File: src/rtl/pe_pkg.sv
// Shared types, widths and saturation helpers for the convolution processing element.
package pe_pkg;

  localparam int unsigned DATA_SIZE      = 8;
  localparam int unsigned HALFWORD_WIDTH = 16;
  localparam int unsigned FRAC_BITS      = 3;

  typedef logic signed [DATA_SIZE-1:0]      data_t;
  typedef logic signed [HALFWORD_WIDTH-1:0] raw_t;

  // Clamp a wide signed value into the Q9.6 raw range.
  function automatic raw_t sat_raw(input logic signed [63:0] v);
    if (v > 64'sd32767) begin
      return raw_t'(16'sh7fff);
    end else if (v < -64'sd32768) begin
      return raw_t'(16'sh8000);
    end else begin
      return raw_t'(v);
    end
  endfunction

  // Arithmetic shift floors toward -inf, then clamp to the Q4.3 range.
  function automatic data_t sat_map(input raw_t v);
    raw_t shifted;
    shifted = v >>> FRAC_BITS;
    if (shifted > 16'sd127) begin
      return data_t'(8'sh7f);
    end else if (shifted < -16'sd128) begin
      return data_t'(8'sh80);
    end else begin
      return data_t'(shifted);
    end
  endfunction

endpackage

File: src/rtl/processing_element_if.sv
// Data/valid bundle between the CNN datapath and one processing element.
interface processing_element_if;
  import pe_pkg::*;

  data_t weight;
  data_t inmap;
  data_t bias;
  logic  inmap_vld;
  logic  weight_vld;
  data_t outmap;
  logic  outmap_vld;
  raw_t  outraw;

  modport master (
    output weight, inmap, bias, inmap_vld, weight_vld,
    input  outmap, outmap_vld, outraw
  );

  modport slave (
    input  weight, inmap, bias, inmap_vld, weight_vld,
    output outmap, outmap_vld, outraw
  );

endinterface

File: src/rtl/pe_sat.sv
// Combinational saturate/shift stage: final sum -> Q9.6 raw and Q4.3 map.
// Optional ReLU on the map output when PE_RELU_EN is defined.
module pe_sat
  import pe_pkg::*;
#(
  parameter int unsigned SUM_WIDTH = 23
) (
  input  logic signed [SUM_WIDTH-1:0] sum,
  output raw_t                        raw,
  output data_t                       map
);

  data_t map_sat;

  always_comb begin
    raw     = sat_raw(64'(sum));
    map_sat = sat_map(raw);
`ifdef PE_RELU_EN
    map     = map_sat[DATA_SIZE-1] ? '0 : map_sat;
`else
    map     = map_sat;
`endif
  end

endmodule

File: src/rtl/processing_element.sv
// Multiply-accumulates PERIOD weight/feature beats plus bias; emits saturated raw and map
// values with a one-cycle valid pulse. Build option: PE_RELU_EN clamps outmap at zero.
module processing_element
  import pe_pkg::*;
#(
  parameter int unsigned PERIOD = 25
) (
  input logic                  clk,
  input logic                  rst,
  processing_element_if.slave  bus
);

  localparam int unsigned AccW = HALFWORD_WIDTH + $clog2(PERIOD);
  // Headroom for the last product and shifted bias on top of the accumulator.
  localparam int unsigned SumW = AccW + 2;
  localparam int unsigned CntW = (PERIOD > 1) ? $clog2(PERIOD) : 1;
  localparam logic [CntW-1:0] LastCnt = CntW'(PERIOD - 1);

  logic signed [AccW-1:0] acc_q, acc_d;
  logic [CntW-1:0]        cnt_q, cnt_d;
  data_t                  outmap_q, outmap_d;
  raw_t                   outraw_q, outraw_d;
  logic                   vld_q, vld_d;

  logic                   beat;
  logic                   last;
  raw_t                   prod;
  logic signed [SumW-1:0] sum;
  raw_t                   sat_raw_val;
  data_t                  sat_map_val;

  assign beat = bus.inmap_vld & bus.weight_vld;
  assign last = (cnt_q == LastCnt);
  assign prod = bus.weight * bus.inmap;
  assign sum  = SumW'(acc_q) + SumW'(prod) + (SumW'(bus.bias) <<< FRAC_BITS);

  pe_sat #(
    .SUM_WIDTH (SumW)
  ) u_sat (
    .sum (sum),
    .raw (sat_raw_val),
    .map (sat_map_val)
  );

  always_comb begin
    acc_d    = acc_q;
    cnt_d    = cnt_q;
    outmap_d = outmap_q;
    outraw_d = outraw_q;
    vld_d    = 1'b0;
    if (beat) begin
      if (last) begin
        acc_d    = '0;
        cnt_d    = '0;
        outmap_d = sat_map_val;
        outraw_d = sat_raw_val;
        vld_d    = 1'b1;
      end else begin
        acc_d = acc_q + AccW'(prod);
        cnt_d = cnt_q + CntW'(1);
      end
    end
  end

  always_ff @(posedge clk or negedge rst) begin
    if (!rst) begin
      acc_q    <= '0;
      cnt_q    <= '0;
      outmap_q <= '0;
      outraw_q <= '0;
      vld_q    <= 1'b0;
    end else begin
      acc_q    <= acc_d;
      cnt_q    <= cnt_d;
      outmap_q <= outmap_d;
      outraw_q <= outraw_d;
      vld_q    <= vld_d;
    end
  end

  assign bus.outmap     = outmap_q;
  assign bus.outraw     = outraw_q;
  assign bus.outmap_vld = vld_q;

endmodule

File: src/flat_wrapper.sv
// flat-port wrapper written by rule: the top's interface ports become plain ports
module processing_element_flat import pe_pkg::*;
#(
  parameter int unsigned PERIOD = 25
)
  (clk, rst, bus_weight, bus_inmap, bus_bias, bus_inmap_vld, bus_weight_vld, bus_outmap, bus_outmap_vld, bus_outraw);
  processing_element_if bus_i ();
  input logic clk;
  input logic rst;
  input wire logic [$bits(bus_i.weight)-1:0] bus_weight;
  input wire logic [$bits(bus_i.inmap)-1:0] bus_inmap;
  input wire logic [$bits(bus_i.bias)-1:0] bus_bias;
  input wire logic [$bits(bus_i.inmap_vld)-1:0] bus_inmap_vld;
  input wire logic [$bits(bus_i.weight_vld)-1:0] bus_weight_vld;
  output wire logic [$bits(bus_i.outmap)-1:0] bus_outmap;
  output wire logic [$bits(bus_i.outmap_vld)-1:0] bus_outmap_vld;
  output wire logic [$bits(bus_i.outraw)-1:0] bus_outraw;
  assign bus_i.weight = bus_weight;
  assign bus_i.inmap = bus_inmap;
  assign bus_i.bias = bus_bias;
  assign bus_i.inmap_vld = bus_inmap_vld;
  assign bus_i.weight_vld = bus_weight_vld;
  assign bus_outmap = bus_i.outmap;
  assign bus_outmap_vld = bus_i.outmap_vld;
  assign bus_outraw = bus_i.outraw;
  processing_element #(.PERIOD(PERIOD)) u_core (.clk(clk), .rst(rst), .bus(bus_i));
endmodule
File: config.mk
export PLATFORM = sky130hd
export DESIGN_NAME = processing_element_flat
export DESIGN_NICKNAME = d
export VERILOG_FILES = /design/src/rtl/pe_pkg.sv /design/src/rtl/processing_element_if.sv /design/src/rtl/pe_sat.sv /design/src/rtl/processing_element.sv /design/src/flat_wrapper.sv
export SDC_FILE = /design/constraint.sdc
export NUM_CORES = 1
export LEC_CHECK = 0
export CORE_ASPECT_RATIO = 1.25
export CORE_UTILIZATION = 60
export CTS_CLUSTER_DIAMETER = 200
export DETAILED_ROUTE_END_ITERATION = 8
export PLACE_DENSITY_LB_ADDON = 0.3
export SLEW_MARGIN = 20
export SYNTH_ARGS = -nofsm -noshare
export SYNTH_HDL_FRONTEND = slang
export SYNTH_SLANG_ARGS = --single-unit
File: constraint.sdc
create_clock -name clk -period 4.25 [get_ports clk]
set_input_delay 0.85 -clock clk [delete_from_list [all_inputs] [get_ports clk]]
set_output_delay 0.85 -clock clk [all_outputs]
set_load 0.03 [all_outputs]
==> results of run 1 <==
==> synth_stat cells (all sizes together) (4+ instances only) <==
cell type / number
dfrtp: 51
nor3: 13
and2: 44
and3: 5
ha: 72
nand3: 15
o22ai: 10
clkbuf: 9
xor2: 17
or4: 4
a211o: 4
o31ai: 5
nor2b: 4
nor2: 59
o21a: 7
a21o: 14
fa: 76
or2: 5
o21ai: 31
o211ai: 5
inv: 162
a21oi: 54
a211oi: 11
nand2: 57
xnor2: 28
or3: 4
nand2b: 18
buf: 4
==> cells by family after synthesis <==
kind of cell             after synthesis
XOR/XNOR                              45
multiplexers                           1
flip-flops                            51
adder cells (fa/ha/maj)              148
AO/OA/AOI/OAI                        176
buffers and inverters                177
AND/OR/NAND/NOR                      245
==> what timing repair did <==
item	4_1_cts
pin swaps	68
gates resized for setup	154
gates cloned	1
setup buffers	16
setup endpoints to repair	41
==> metrics by stage <==
step,hold slack [ns],TNS [ns],std cells,instance area (um^2)
after floorplan,0.445,-86.08,843,7680
after global placement,0.460,-123.87,1222,9650
after detailed placement,0.472,-131.56,1222,9650
after CTS,0.505,-105.08,1246,10500
==> routing by layer <==
| metal | track usage, % | GRT overflow |
|---|---|---|
| met1 | 68.9 | 0 |
| met2 | 92.5 | 24 |
| met3 | 48.6 | 0 |
| met4 | 81.4 | 34 |
| met5 | 6.88 | 0 |
==> metrics.md, run 1 <==
| Metric | Value |
|---|---|
| Htree depth | 2 |
| Worst endpoint type | sequential cell input |
| Netlist cell types | 77 |
| Xor and xnor area share after synthesis | under 10% |
| Synth warnings | 0 |
| HPWL Detailed | 16.5 mm |
| Synthesized Nets | ~1000 |
| Post-synthesis simple-gate area fraction | about 17% |
| Failing step | 5_1_grt |
| Synth Flop Type | dfrtp_1 |
| Sequential fraction of the synthesis area | between 15 and 20% |
| Adder-Cell Fraction of Synth Area | 33.1% |
| Root buf cell | clkbuf_16 |
| Post-Place Worst Slack | -4.24 ns |
| Overflow after GRT | 58 |
| Run Error | [ERROR GRT-0232] Routing congestion too high. Check the congestion heatmap in the GUI. |
| Total CTS buffers | 5 |
| Die Wd | a little over 100 um |
| #FFs+latches synth | 51 |
| Ys async rst share | 100% |
| Post-synthesis average cell area | between 8 and 9 um^2 |
| Largest net degree at the start of global routing | 34 |
| # port buffers | 52 |
| Total GRT Usage | 71.5% |
| Post-synthesis mux area share | less than 1% |
| Initial core utilization | between 60% and 70% |
| CTS Hold Bufs | 0 |
| Die H | around 130 um |
| Clock buffer depth | 2 |
| Largest family of logic cells by synthesized area | adder cells |
| Synth area leaders | fa_1, dfrtp_1, ha_1 |
| Post-synth EDFFs | 0 |
| Routability cong. | 0.919 |
| Top cell type's share of synthesized area | roughly a fifth |
| Outcome | aborted with a tool error |
| Synth Cell Area | ~0.0073 mm^2 |
| Cell taking the most area after synthesis | fa_1 |
| FP Rows | 44 |
| Synth Area in Compound Gates | ~17% |
| IO Pins | 53 |
| Worst EP post-GRT repair | u_core.bus.outmap[2]$_DFFE_PN0P_/D |
| Synth Instances | 843 |
| Clk sinks | 51 |
==> run 2: changes to the inputs <==
--- a/config.mk
+++ b/config.mk
@@ -5,11 +5,9 @@
 export SDC_FILE = /design/constraint.sdc
 export NUM_CORES = 1
 export LEC_CHECK = 0
-export CORE_ASPECT_RATIO = 1.25
-export CORE_UTILIZATION = 60
-export CTS_CLUSTER_DIAMETER = 200
+export CORE_UTILIZATION = 40
 export DETAILED_ROUTE_END_ITERATION = 8
-export PLACE_DENSITY_LB_ADDON = 0.3
+export PLACE_DENSITY_LB_ADDON = 0.15
 export SLEW_MARGIN = 20
 export SYNTH_ARGS = -nofsm -noshare
 export SYNTH_HDL_FRONTEND = slang
==> run 2 against run 1 <==
Against the previous run:
- the flow now finishes, with violations (negative setup slack)
- area after synthesis unchanged
- synthesized cell count unchanged
==> metrics.md, run 2 <==
| Metric | Value |
|---|---|
| Multi-input logic area | roughly 0.0063 mm^2 |
| Total GRT Usage | 21.3% |
| #FFs+latches synth | 51 |
| Post-synth EDFFs | 0 |
| Final period util | 176% |
| Post-Place Worst Slack | -3.99 ns |
| Clock slew at reported path FFs | ~0.08 ns |
| Synthesized Nets | between 1000 and 1500 |
| Top-count cell post-synth | inv_1 |
| Fin util | 59.5% |
| # port buffers | between 50 and 60 |
| Element type at the critical path start | input port |
| Synth Flop Type | dfrtp_1 |
| Clock Latency Late Sink | ~0.3 ns |
| IO Pins | between 50 and 60 |
| Pre-antenna DRT Iters | 5 |
| Commonest cells in the netlist | inv_1, fa_1, ha_1, nor2_1, nand2_1 |
| Synth Cell Area | between 0.007 and 0.008 mm^2 |
| Final Hold Fails | 0 |
| Wire per inst | 14.1 um |
| Die area | about 0.019 mm^2 |
| Initial core utilization | roughly two fifths |
| Largest net degree at the start of global routing | 28 |
| HPWL Detailed | roughly 15 mm |
| Critical path type | in -> reg |
| Netlist cell types | 77 |
| Synth Instances | around 840 |
| Area Growth Syn to Fin | 46.0% |
| Die Wd | roughly 140 um |
| CTS Hold Bufs | 0 |
| Vias in the first global route | just under 7000 |
| Critical Path RT | ~4.5 ns |
| Routability cong. | roughly 0.83 |
| Filler Cell Count | 1617 |
| Endpoint class of the critical path | flip-flop |
| Nets | roughly 1300 |
| Slew margin rel. | between 50% and 60% |
| FP Rows | just under 50 |
| Final Max Tran Viols | 0 |
| Largest Register | u_core.acc_q |
| Min Tclk post-route | 7.49 ns |
| Root buf cell | clkbuf_16 |
| Most frequent cells in the layout | buf_4, inv_1, fa_1, nor2_1, dfrtp_1 |
| Top cell type's share of synthesized area | roughly a fifth |
| FMAX | ~130 MHz |
| WL final | around 19 mm |
| Htree depth | 2 |
| Ys async rst share | 100% |
| Overflow after GRT | 0 |
| Synth warnings | 0 |
| CP max-delay cell | fa_1 |
| Remaining DRCs | 0 |
| Largest register FFs | 21 |
| Die H | about 140 um |
| Worst EP arrival | between 7 and 8 ns |
| Post-route antenna net violation count | 0 |
| Clk sinks | 51 |
| Cell taking the most area after synthesis | fa_1 |
| Total CTS buffers | 5 |
| Worst-path maximum fanout | 7 |
| Register area | ~0.0013 mm^2 |
| RSZ-0062 raised after global routing | yes |
| Post-synthesis average cell area | just under 9 um^2 |
| Placement Cell Area | between 0.009 and 0.01 mm^2 |
| Commonest non-fill, non-tap cell in the layout | buf_4 |
| Max_cap viols | 0 |
| CORE AREA | around 0.018 mm^2 |
| Failing checks | negative setup slack |
| Sequential fraction of the synthesis area | 17.4% |
| Buffers & Inverters on Critical Path | 6 |
| TritonCTS clock tree | done |
| Final setup viols | 39 |
| First-pass GRT wire length | about 32 mm |
| Delay-heaviest family, CP | adder cells |
| Initial antenna violation count | 0 |
| Design area | between 0.01 and 0.015 mm^2 |
| ANT cells | 0 |
| Skew final | ~0.014 ns |
| Synth area leaders | fa_1, dfrtp_1, ha_1 |
| Setup ws final | -3.24 ns |
| Via density | roughly 5 |
| Iter 0 DRT Violations | ~240 |
| Worst min-delay path category | reg -> reg |
| CP max stage delay | 0.59 ns |
| Outcome | complete, but fails checks |
| Routed via count | about 6600 |
| WHS | between 0.4 and 0.5 ns |
| Worst slew pin tran | slightly below 0.7 ns |
| Clock buffer depth | 2 |
| Share of post-route cells with drive strength above 1 | around 37% |
| Top cell by count, worst path | a21o_1 |
## run 2: cell counts after synthesis
Identical to the previous run, type by type.
## run 2: worst paths after layout
path	slack [ns]	to	depth (start not counted)	start
max	-3.24	u_core.bus.outmap[2]	32	bus_inmap[2]
min	0.49	u_core.acc_q[0]	2	u_core.acc_q[0]
max reg2reg	0.48	u_core.bus.outmap[2]	15	u_core.acc_q[6]
min reg2reg	0.49	u_core.acc_q[0]	2	u_core.acc_q[0]
max in group asynchronous	2.86	u_core.bus.outraw[13]	2	rst
min in group asynchronous	0.57	u_core.acc_q[5]	1	rst
## run 2: logic make-up after synthesis
logic type               after synthesis  share of synthesized area, %
AO/OA/AOI/OAI                        176                          17.0
XOR/XNOR                              45                          5.39
adder cells (fa/ha/maj)              148                          33.1
buffers and inverters                177                          9.58
flip-flops                            51                          17.4
multiplexers                           1                         0.137
AND/OR/NAND/NOR                      245                          17.4
## run 2: area by class of cell
class                   count  share of cell area [%]
well taps                 229                    2.68
multi-input cells         616                    59.0
clock buffers               5                    1.17
flip-flops and latches     51                    11.9
inverters                 163                    5.80
clock inverters             3                   0.258
repair buffers            248                    19.1
## run 2: what timing repair did
action | in CTS | in global routing
gates resized for setup | 164 | 58
setup buffers | 17 | 4
endpoints found under the setup margin | 40 | 40
gates cloned | 1 | 1
pin swaps | 80 | 48
## run 2: routing by layer
layer  wire length (um)  track usage, %  vias to the layer above
met3                362            1.80                        9
li1                   -               -                     3267
met1               9080            29.9                     3237
met4                100            2.87                        0
met5                  0               0                        -
met2               8990            36.6                       69
## run 2: worst register-to-register path, delay by kind of cell (launching register included)
family                     cells  cell delay (ns)
AOI/OAI and AO/OA              7             1.45
adders and majority gates      2             0.85
buffers and inverters          3             0.31
DFF                            1             0.41
and+or+nand+nor                3             0.64
## run 2: through the flow
step / setup TNS, ns / cells
after floorplan: -86.08 / 843
after global placement: -123.41 / 1286
after detailed placement: -126.26 / 1286
after CTS: -97.97 / 1311
after global routing: -104.93 / 1315
final: -95.64 / 1315
Power of run 2 is not shown: default switching activity piles up to over one toggle a cycle in this logic, so the estimate is an artifact.
==> run 3: changes to the inputs <==
--- a/config.mk
+++ b/config.mk
@@ -7,6 +7,7 @@
 export LEC_CHECK = 0
 export CORE_UTILIZATION = 40
 export DETAILED_ROUTE_END_ITERATION = 8
+export GPL_ROUTABILITY_DRIVEN = 0
 export PLACE_DENSITY_LB_ADDON = 0.15
 export SLEW_MARGIN = 20
 export SYNTH_ARGS = -nofsm -noshare
==> constraint.sdc (replaced) <==
create_clock -name clk -period 6.6 [get_ports clk]
set_input_delay 1.32 -clock clk [delete_from_list [all_inputs] [get_ports clk]]
set_output_delay 1.32 -clock clk [all_outputs]
set_load 0.03 [all_outputs]
==> run 3 against run 2 <==
Against the previous run:
- the run still ends with negative setup slack left
- count of clock-buffer cells in the layout did not move
- flip-flop and latch count did not move
- clock skew fell by 0.0080 ns
- critical path depth fell by 2
- cell area fell by 1.9%
- first-iteration DRC count fell by 13%
- non-clock buffer count fell by 12
- die area did not move
- utilization fell by 1.1 points
- cell count fell by 0.91%
- global-route usage fell by 1.9 points
- critical endpoint is now u_core.bus.outmap[0]
==> metrics.md, run 3 (synthesis gave the netlist of run 2 again) <==
| Metric | Value |
|---|---|
| WL final | between 15 and 20 mm |
| CP max-delay cell | fa_2 |
| Final period util | 120% |
| WHS | just under 0.5 ns |
| Htree depth | 2 |
| RR Startpoint | u_core.acc_q[6] |
| Vias in the first global route | 6270 |
| FMAX | ~130 MHz |
| CP max stage delay | about 0.60 ns |
| Largest Register | u_core.acc_q |
| Top cell by count, worst path | a21o_1 |
| Critical path type | in -> reg |
| FF-to-FF path depth | 15 |
| Clk sinks | 51 |
| TritonCTS clock tree | done |
| Setup TNS | -28.77 ns |
| Via density | 4.91 |
| First-pass GRT wire length | just under 30 mm |
| Remaining DRCs | 0 |
| Die area | around 0.019 mm^2 |
| # port buffers | 52 |
| Final setup viols | 25 |
| Min-delay src | u_core.acc_q[0] |
| Clock slew at reported path FFs | roughly 0.070 ns |
| Pre-antenna DRT Iters | 5 |
| Max_cap viols | 0 |
| Largest net degree at the start of global routing | 52 |
| Total GRT Usage | about a fifth |
| Worst EP arrival | roughly 8.1 ns |
| HPWL Detailed | about 14 mm |
| Share of post-route cells with drive strength above 1 | around a third |
| WHS Path Cells | 2 |
| Nets | around 1200 |
| Worst-path maximum fanout | 7 |
| Clock buffer depth | 2 |
| Slew margin rel. | slightly above 50% |
| Critical Path RT | between 6 and 7 ns |
| Initial core utilization | between 40 and 50% |
| Post-route antenna net violation count | 0 |
| Hold endpoint | u_core.acc_q[0] |
| FP Rows | 49 |
| Filler Cell Count | between 1500 and 2000 |
| Total CTS buffers | 5 |
| Worst min-delay path category | reg -> reg |
| Worst R2R End | u_core.bus.outmap[0] |
| Flop2flop setup slack | between 2 and 3 ns |
| Commonest non-fill, non-tap cell in the layout | buf_4 |
| Root buf cell | clkbuf_16 |
| Outcome | complete, but fails checks |
| Wire per inst | between 10 and 15 um |
| Area Growth Syn to Fin | 43.2% |
| Element type at the critical path start | input port |
| Skew final | a little over 0.006 ns |
| CORE AREA | roughly 0.018 mm^2 |
| Routed via count | between 6000 and 7000 |
| Iter 0 DRT Violations | 206 |
| Largest register FFs | 21 |
| Most frequent cells in the layout | buf_4, inv_1, fa_1, nor2_1, nand2_1 |
| Die H | approximately 140 um |
| Setup ws final | -1.31 ns |
| ANT cells | 0 |
| Worst slew pin tran | 0.733 ns |
| Clock Latency Late Sink | ~0.30 ns |
| RSZ-0062 raised after global routing | yes |
| Die Wd | 137 um |
| Endpoint class of the critical path | flip-flop |
| Initial antenna violation count | 0 |
| Overflow after GRT | 0 |
| Final Hold Fails | 0 |
| IO Pins | 53 |
| Final Max Tran Viols | 0 |
| Failing checks | negative setup slack |
| Min Tclk post-route | roughly 7.9 ns |
## run 3: worst max path at each step
| stage | from | endpoint | slack (ns) | cells past startpoint |
|---|---|---|---|---|
| floorplan | bus_inmap[2] | u_core.bus.outraw[10] | -1.22 | 28 |
| global placement | bus_inmap[4] | u_core.bus.outmap[0] | -2.09 | 28 |
| detailed placement | bus_inmap[4] | u_core.bus.outmap[0] | -2.15 | 27 |
| CTS | bus_inmap[2] | u_core.bus.outmap[5] | -1.45 | 30 |
| global route | bus_inmap[0] | u_core.bus.outmap[3] | -1.59 | 30 |
| finish | bus_weight[5] | u_core.bus.outmap[0] | -1.31 | 30 |
## run 3: critical path, delay by kind of cell
kind,cells,cell delay (ns)
adder cells (fa/ha/maj),7,3.12
XOR/XNOR,1,0.12
AO/OA/AOI/OAI,13,2.48
buffers and inverters,5,0.47
AND/OR/NAND/NOR,4,0.63
## run 3: what timing repair did
| action | CTS | global route |
|---|---|---|
| setup buffers | 12 | 8 |
| setup endpoints to repair | 32 | 32 |
| cloned | 1 | 0 |
| pin swaps | 65 | 85 |
| hold buffers | 0 | 0 |
| resized for setup | 133 | 91 |
## run 3: area by class of cell
cell class                 instances  area (um^2)  share of cell area, %
clock buffer                       5          125                   1.19
timing repair buffer             236         1930                   18.4
multi-input combinational        616         6210                   59.3
sequential                        51         1280                   12.2
tap                              229          287                   2.73
inverter                         163          619                   5.91
clock inverter                     3         28.8                  0.275
## run 3: routing by layer
layer,track usage [%],wire (um)
met2,31.6,8340
met3,1.99,471
met5,0,0
met1,28.0,8620
met4,3.97,238
## run 3: per-stage QoR
stage | area [um^2] | util, % | std cells | setup slack [ns]
global route | 10500 | 58.3 | 1303 | -1.59
CTS | 10100 | 56.5 | 1297 | -1.45
floorplan | 7540 | - | 843 | -1.22
global placement | 9510 | 52.9 | 1277 | -2.09
detailed placement | 9510 | 52.9 | 1277 | -2.15
finish | 10500 | 58.3 | 1303 | -1.31
Power of run 3 is left out for the same reason.
